`config.mk`:
```
export PLATFORM = sky130hd
export DESIGN_NAME = muldiv_unit
export DESIGN_NICKNAME = d
export VERILOG_FILES = /design/src/rtl/muldiv_pkg.sv /design/src/rtl/muldiv_absneg.sv /design/src/rtl/muldiv_unit.sv
export SDC_FILE = /design/constraint.sdc
export NUM_CORES = 1
export LEC_CHECK = 0
export BUFFER_PORTS_ARGS = -buffer_cell sky130_fd_sc_hd__buf_2
export CAP_MARGIN = 15
export CORE_ASPECT_RATIO = 2
export CORE_MARGIN = 4
export CORE_UTILIZATION = 25
export CTS_CLUSTER_SIZE = 20
export DETAILED_ROUTE_END_ITERATION = 16
export PLACE_DENSITY = 0.48
export SLEW_MARGIN = 0
export SYNTH_ARGS = -nofsm -noshare
export SYNTH_HDL_FRONTEND = slang
export SYNTH_SLANG_ARGS = --single-unit
```
`constraint.sdc`:
```
create_clock -name clk -period 2.95 [get_ports clk]
set_clock_uncertainty 0.15 [all_clocks]
set_input_delay 0 -clock clk [delete_from_list [all_inputs] [get_ports clk]]
set_output_delay 0 -clock clk [all_outputs]
set_load 0.1 [all_outputs]
```
`src/rtl/muldiv_pkg.sv`:
```
// Shared encodings and constants for the iterative multiply/divide unit.
package muldiv_pkg;

    localparam int          ITER    = 32;
    localparam logic [31:0] DIV0_LO = 32'hFFFF_FFFF;

    typedef enum logic [1:0] {
        OP_MULT  = 2'b00,
        OP_MULTU = 2'b01,
        OP_DIV   = 2'b10,
        OP_DIVU  = 2'b11
    } op_e;

    typedef enum logic [1:0] {
        ST_IDLE = 2'b00,
        ST_RUN  = 2'b01,
        ST_FIX  = 2'b10,
        ST_DONE = 2'b11
    } state_e;

    // Odd encodings (MULTU, DIVU) are the unsigned variants.
    function automatic logic op_is_signed(input logic [1:0] op);
        return ~op[0];
    endfunction

    function automatic logic op_is_div(input logic [1:0] op);
        return op[1];
    endfunction

endpackage

```
`src/rtl/muldiv_absneg.sv`:
```
// Combinational conditional two's-complement negate, used for operand
// magnitudes and for the final sign correction of results.
module muldiv_absneg #(
    parameter int WIDTH = 32
) (
    input  logic             en,
    input  logic [WIDTH-1:0] in_val,
    output logic [WIDTH-1:0] out_val
);

    always_comb begin
        out_val = en ? (~in_val + WIDTH'(1)) : in_val;
    end

endmodule

```
`src/rtl/muldiv_unit.sv`:
```
// Iterative 32-bit MULT/MULTU/DIV/DIVU unit producing {HI,LO}.
// Optional single-cycle multiply enabled by defining MULDIV_FAST_MULT_EN.
module muldiv_unit
    import muldiv_pkg::*;
(
    input  logic        clk,
    input  logic        rst_n,
    input  logic        start,
    input  logic [1:0]  op,
    input  logic [31:0] a,
    input  logic [31:0] b,
    input  logic        flush,
    output logic        busy,
    output logic        stall,
    output logic        done,
    output logic [63:0] result
);

    state_e      state_q,   state_d;
    logic [4:0]  cnt_q,     cnt_d;
    logic        is_div_q,  is_div_d;
    logic        neg_res_q, neg_res_d;
    logic        neg_rem_q, neg_rem_d;
    logic        div0_q,    div0_d;
    logic [31:0] opnd_q,    opnd_d;
    logic [63:0] acc_q,     acc_d;
    logic [63:0] result_q,  result_d;
    logic        busy_q,    busy_d;
    logic        done_q,    done_d;

    logic        sign_a, sign_b;
    logic [31:0] abs_a, abs_b;
    logic        idle_or_done;

    assign idle_or_done = (state_q == ST_IDLE) || (state_q == ST_DONE);
    assign sign_a       = op_is_signed(op) & a[31];
    assign sign_b       = op_is_signed(op) & b[31];

    muldiv_absneg #(.WIDTH(32)) u_abs_a (.en(sign_a), .in_val(a), .out_val(abs_a));
    muldiv_absneg #(.WIDTH(32)) u_abs_b (.en(sign_b), .in_val(b), .out_val(abs_b));

    // Multiply step: conditional add into the high half, then shift right.
    // acc holds {partial_product_hi, remaining_multiplier_bits}.
    logic [32:0] mul_sum;
    logic [63:0] mul_next;
    assign mul_sum  = {1'b0, acc_q[63:32]} + (acc_q[0] ? {1'b0, opnd_q} : 33'd0);
    assign mul_next = {mul_sum, acc_q[31:1]};

    // Restoring divide step: acc holds {remainder, dividend/quotient bits}.
    logic [32:0] div_shift, div_diff;
    logic [63:0] div_next;
    assign div_shift = {acc_q[63:32], acc_q[31]};
    assign div_diff  = div_shift - {1'b0, opnd_q};
    assign div_next  = div_diff[32] ? {div_shift[31:0], acc_q[30:0], 1'b0}
                                    : {div_diff[31:0],  acc_q[30:0], 1'b1};

    // Product sign fix source: the single-cycle multiplier in the start
    // cycle, otherwise the iterated accumulator.
    logic [63:0] prod_src, prod_fixed;
    logic        prod_neg;
`ifdef MULDIV_FAST_MULT_EN
    assign prod_src = idle_or_done ? ({32'd0, abs_a} * {32'd0, abs_b}) : acc_q;
    assign prod_neg = idle_or_done ? (sign_a ^ sign_b) : neg_res_q;
`else
    assign prod_src = acc_q;
    assign prod_neg = neg_res_q;
`endif

    logic [31:0] quot_fixed, rem_fixed;
    muldiv_absneg #(.WIDTH(64)) u_fix_prod (.en(prod_neg),  .in_val(prod_src),     .out_val(prod_fixed));
    muldiv_absneg #(.WIDTH(32)) u_fix_quot (.en(neg_res_q), .in_val(acc_q[31:0]),  .out_val(quot_fixed));
    // Divide-by-zero leaves |a| in the remainder, so this restores HI = a.
    muldiv_absneg #(.WIDTH(32)) u_fix_rem  (.en(neg_rem_q), .in_val(acc_q[63:32]), .out_val(rem_fixed));

    always_comb begin
        // NOTE: every _d defaults to its _q first so no path leaves a latch.
        state_d   = state_q;
        cnt_d     = cnt_q;
        is_div_d  = is_div_q;
        neg_res_d = neg_res_q;
        neg_rem_d = neg_rem_q;
        div0_d    = div0_q;
        opnd_d    = opnd_q;
        acc_d     = acc_q;
        result_d  = result_q;
        busy_d    = busy_q;
        done_d    = done_q;

        case (state_q)
            ST_IDLE, ST_DONE: begin
                if (flush) begin
                    state_d = ST_IDLE;
                    done_d  = 1'b0;
                end else if (start) begin
                    is_div_d  = op_is_div(op);
                    neg_res_d = sign_a ^ sign_b;
                    neg_rem_d = sign_a;
                    div0_d    = (b == 32'd0);
                    opnd_d    = op_is_div(op) ? abs_b : abs_a;
                    acc_d     = {32'd0, op_is_div(op) ? abs_a : abs_b};
                    cnt_d     = 5'd0;
                    state_d   = ST_RUN;
                    busy_d    = 1'b1;
                    done_d    = 1'b0;
`ifdef MULDIV_FAST_MULT_EN
                    if (!op_is_div(op)) begin
                        state_d  = ST_DONE;
                        busy_d   = 1'b0;
                        done_d   = 1'b1;
                        result_d = prod_fixed;
                    end
`endif
                end
            end
            ST_RUN: begin
                if (flush) begin
                    state_d = ST_IDLE;
                    busy_d  = 1'b0;
                end else begin
                    acc_d = is_div_q ? div_next : mul_next;
                    cnt_d = cnt_q + 5'd1;
                    if (cnt_q == 5'(ITER - 1)) begin
                        state_d = ST_FIX;
                    end
                end
            end
            ST_FIX: begin
                if (flush) begin
                    state_d = ST_IDLE;
                    busy_d  = 1'b0;
                end else begin
                    if (is_div_q) begin
                        result_d = {rem_fixed, div0_q ? DIV0_LO : quot_fixed};
                    end else begin
                        result_d = prod_fixed;
                    end
                    state_d = ST_DONE;
                    busy_d  = 1'b0;
                    done_d  = 1'b1;
                end
            end
            default: begin
                state_d = ST_IDLE;
                busy_d  = 1'b0;
                done_d  = 1'b0;
            end
        endcase
    end

    // NOTE: sequential state uses non-blocking assignments only.
    always_ff @(posedge clk or negedge rst_n) begin
        if (!rst_n) begin
            state_q   <= ST_IDLE;
            cnt_q     <= 5'd0;
            is_div_q  <= 1'b0;
            neg_res_q <= 1'b0;
            neg_rem_q <= 1'b0;
            div0_q    <= 1'b0;
            opnd_q    <= 32'd0;
            acc_q     <= 64'd0;
            result_q  <= 64'd0;
            busy_q    <= 1'b0;
            done_q    <= 1'b0;
        end else begin
            state_q   <= state_d;
            cnt_q     <= cnt_d;
            is_div_q  <= is_div_d;
            neg_res_q <= neg_res_d;
            neg_rem_q <= neg_rem_d;
            div0_q    <= div0_d;
            opnd_q    <= opnd_d;
            acc_q     <= acc_d;
            result_q  <= result_d;
            busy_q    <= busy_d;
            done_q    <= done_d;
        end
    end

    assign busy   = busy_q;
    assign done   = done_q;
    assign result = result_q;
    assign stall  = busy_q | (start & idle_or_done);

endmodule

```
==> results.sh <==
export IMPL_status="finished, violations left"
export IMPL_violations="negative setup slack"
export IMPL_path_buf_inv=0
export IMPL_use_met2_pct=37.98
export IMPL_drt_iter0_drc=920
export IMPL_clockBufferDepth=2
export IMPL_reg2reg_to="result[54]$_DFFE_PN0P_"
export IMPL_hold_class="primary input to flip-flop"
export IMPL_use_met1_pct=21.24
export IMPL_final_cell_mix="buf_4 (332), nor2_1 (179), nand2_1 (179)"
export IMPL_regArea_mm2=0.004338
export IMPL_total_power_uw=27830
export IMPL_slew_viol_final=0
export IMPL_r2r_slack_ns=-0.25
export IMPL_wl_per_cell_um=20.10
export IMPL_synth_main_ff_cell="dfrtp_1"
export IMPL_cts_tree="yes"
export IMPL_setup_viol=38
export IMPL_die_y_um=346.4
export IMPL_root_buffer="clkbuf_16"
export IMPL_cts_sinks=173
export IMPL_path_cells="or4_4 -> or3_4 -> or4_4 -> or2_4 -> o31a_1 -> a21oi_2 -> xor2_2 -> o21ai_1"
export IMPL_yosys_warnings=0
export IMPL_crit_path_top_delay_cell="or4_4"
export IMPL_multi_input_area_mm2=0.01056
export IMPL_syn_instance_count=1814
export IMPL_syn_nets=1958
export IMPL_cp_top_family="simple AND/OR/NAND/NOR gates"
export IMPL_ys_types=78
export IMPL_p_leak_uw=0.009411
export IMPL_power_per_cell_area_mw_per_mm2=1301
export IMPL_min_from="b[12]"
export IMPL_rows=123
export IMPL_required_ns=3.13
export IMPL_cts_made_buffers=17
export IMPL_place_port_buffers=136
export IMPL_vias_per_cell=5.100
export IMPL_cpPeakStageDelay_ns=0.56
export IMPL_gp_congestion=0.8766
export IMPL_dp_hpwl_um=48120
export IMPL_wl_um=62180
export IMPL_die_area_mm2=0.06140
export IMPL_cp_max_fo=3
export IMPL_fp_dieW_um=177.2
export IMPL_grt_pass1_vias=16560
export IMPL_hold_viol=0
export IMPL_area_growth_pct=49.39
export IMPL_min_to="acc_q[12]$_DFFE_PN0P_"
export IMPL_grt_max_degree=84
export IMPL_grt_overflow=0
export IMPL_drt_pass1_iterations=5
export IMPL_ys_ff_latch=173
export IMPL_r2r_start="acc_q[25]$_DFFE_PN0P_"
export IMPL_start_util_pct=25.35
export IMPL_reg2regPathDepth=8
export IMPL_ios=137
export IMPL_worstSetupPathType="flip-flop to flip-flop"
export IMPL_drive_above_1_share_pct=32.65
export IMPL_max_cap_violations=0
export IMPL_top_usage_layer="met2"
export IMPL_fill_cells=5834
export IMPL_place_area_mm2=0.01817
export IMPL_setup_worst_path_start_class="flip-flop"
export IMPL_fin_nets=2474
export IMPL_drcViolationCount=0
export IMPL_ant_nets=0
export IMPL_setup_ws_ns=-0.2458
export IMPL_end_kind="flip-flop"
export IMPL_fmax_mhz=312.9
export IMPL_fin_setup_tns_ns=-3.545
export IMPL_final_area_mm2=0.02139
export IMPL_period_needed_ns=3.196
export IMPL_synth_async_reset_ratio_pct=100.0
export IMPL_dr_total_vias=15780
export IMPL_worst_ep_arrival_time_ns=3.38
export IMPL_max_slew_margin_pct=38.84
export IMPL_ys_seq_area_share_pct=30.24
export IMPL_hold_path_depth=6
export IMPL_final_common_cell="buf_4"
export IMPL_track_usage_pct=20.04
export IMPL_peakVddDrop_uv=864.2
export IMPL_synthesis_area_mm2=0.01432
export IMPL_period_share_pct=108.3
export IMPL_antenna_found_initial=3
export IMPL_clk_pin_slew_worst_paths_ns=0.09
export IMPL_insertion_delay_ns=0.47
export IMPL_htreeDepth=4
export IMPL_grt_pass1_wl_um=95910
export IMPL_rsz0062_at_grt="yes"
export IMPL_synth_avg_cell_area_um2=7.893
export IMPL_worst_slew_pin_slew_ns=0.9155
export IMPL_core_mm2=0.05648
export IMPL_use_met3_pct=2.761
export IMPL_crit_top_cell="or4_4"
export IMPL_synth_edff_count=0
[area by class of cell]
type / count / area share, %
Multi-Input combinational cell: 1480 / 49.37
Timing Repair Buffer: 598 / 22.29
Sequential cell: 173 / 20.28
Tap cell: 750 / 4.387
Clock buffer: 18 / 2.006
Inverter: 60 / 1.065
Clock inverter: 14 / 0.5967
Antenna cell: 1 / 0.01170
[sequential cells by signal (all words and copies together) (netlist names)]
name and count:
is_div_q 1, opnd_q 32, cnt_q 5, busy 1, neg_rem_q 1, result 64
acc_q 64, neg_res_q 1, div0_q 1, done 1, state_q 2
[Yosys cell counts (8+ instances only)]
| cell | n | area share, % |
|---|---|---|
| a22oi_1 | 13 | 0.68 |
| nor3_1 | 39 | 1.4 |
| inv_1 | 60 | 1.6 |
| clkbuf_1 | 87 | 2.3 |
| o21a_1 | 15 | 0.79 |
| mux2_2 | 15 | 1.2 |
| o21ai_0 | 171 | 6.0 |
| nand2_1 | 193 | 5.1 |
| nor2_1 | 202 | 5.3 |
| o31ai_1 | 22 | 1.2 |
| a31oi_1 | 16 | 0.70 |
| or4_1 | 12 | 0.63 |
| nand3_1 | 20 | 0.70 |
| dfrtp_1 | 173 | 30 |
| mux2i_1 | 44 | 3.1 |
| o221ai_1 | 16 | 0.98 |
| or3_1 | 14 | 0.61 |
| a21o_1 | 26 | 1.4 |
| nor2b_1 | 15 | 0.66 |
| nand2b_1 | 19 | 0.83 |
| buf_1 | 8 | 0.21 |
| nand4_1 | 8 | 0.35 |
| and3_1 | 9 | 0.39 |
| xor2_1 | 87 | 5.3 |
| a211oi_1 | 26 | 1.4 |
| a21oi_1 | 190 | 6.6 |
| o211ai_1 | 17 | 0.89 |
| ha_1 | 72 | 6.3 |
| xnor2_1 | 88 | 5.4 |
| nor4_1 | 17 | 0.74 |
| o41ai_1 | 10 | 0.61 |
[report_power, final]
group          switching, uW  internal, uW
logic                  12300          9110
registers                746          3330
clock network           1180          1110
[routing by layer]
metal	up-vias	share of wire [%]
met2	444	54
met1	7641	37
met5	-	0.023
met4	4	5.4
li1	7520	-
met3	171	3.5
[how the worst max path moves through the flow]
stage / start / endpoint / depth (start not counted) / slack, ns
after global placement: acc_q[31]$_DFFE_PN0P_ / acc_q[37]$_DFFE_PN0P_ / 16 / -0.72
final: acc_q[25]$_DFFE_PN0P_ / result[54]$_DFFE_PN0P_ / 8 / -0.25
after detailed placement: opnd_q[3]$_DFFE_PN0P_ / acc_q[37]$_DFFE_PN0P_ / 15 / -0.77
after CTS: acc_q[25]$_DFFE_PN0P_ / result[54]$_DFFE_PN0P_ / 8 / -0.26
after global routing: acc_q[0]$_DFFE_PN0P_ / acc_q[56]$_DFFE_PN0P_ / 15 / -0.32
after floorplan: acc_q[0]$_DFFE_PN0P_ / acc_q[60]$_DFFE_PN0P_ / 13 / -0.04
[timing repair]
action | 4_1_cts | 5_1_grt
endpoints found under the hold margin | 237 | 0
setup buffers | 33 | 18
gates cloned | 4 | 0
hold buffers | 90 | 0
setup endpoints to repair | 63 | 78
resized for setup | 187 | 115
pin swaps | 84 | 64
[metrics by stage]
stage               setup WS [ns]  hold WS (ns)  utilization [%]  cells
floorplan                -0.04259       -0.4456                -   1814
global placement          -0.7160       -0.1216            32.18   2925
detailed placement        -0.7708       -0.1244            32.18   2925
CTS                       -0.2584     0.0005101            36.76   3081
global route              -0.3213       0.04051            37.87   3094
finish                    -0.2458       0.03153            37.87   3094
[kinds of logic (layout without fill, tap and decap cells)]
| kind of cell | count (synthesis) | after routing | share of synthesized area [%] |
|---|---|---|---|
| compound gates | 578 | 578 | 24.43 |
| mux | 59 | 59 | 4.256 |
| xor+xnor | 175 | 175 | 10.71 |
| simple gates | 594 | 594 | 19.51 |
| other cells | 0 | 1 | 0 |
| fa+ha+maj | 74 | 74 | 6.572 |
| flops | 173 | 173 | 30.24 |
| buf+inv | 161 | 690 | 4.291 |
[worst register-to-register path: stages (launching register included)]
cell and delay [ns]:
dfrtp_1 0.40, or4_4 0.56, or3_4 0.38, or4_4 0.51
or2_4 0.30, o31a_1 0.33, a21oi_2 0.18, xor2_2 0.18
o21ai_1 0.08
(Power assumes the default switching activity.)
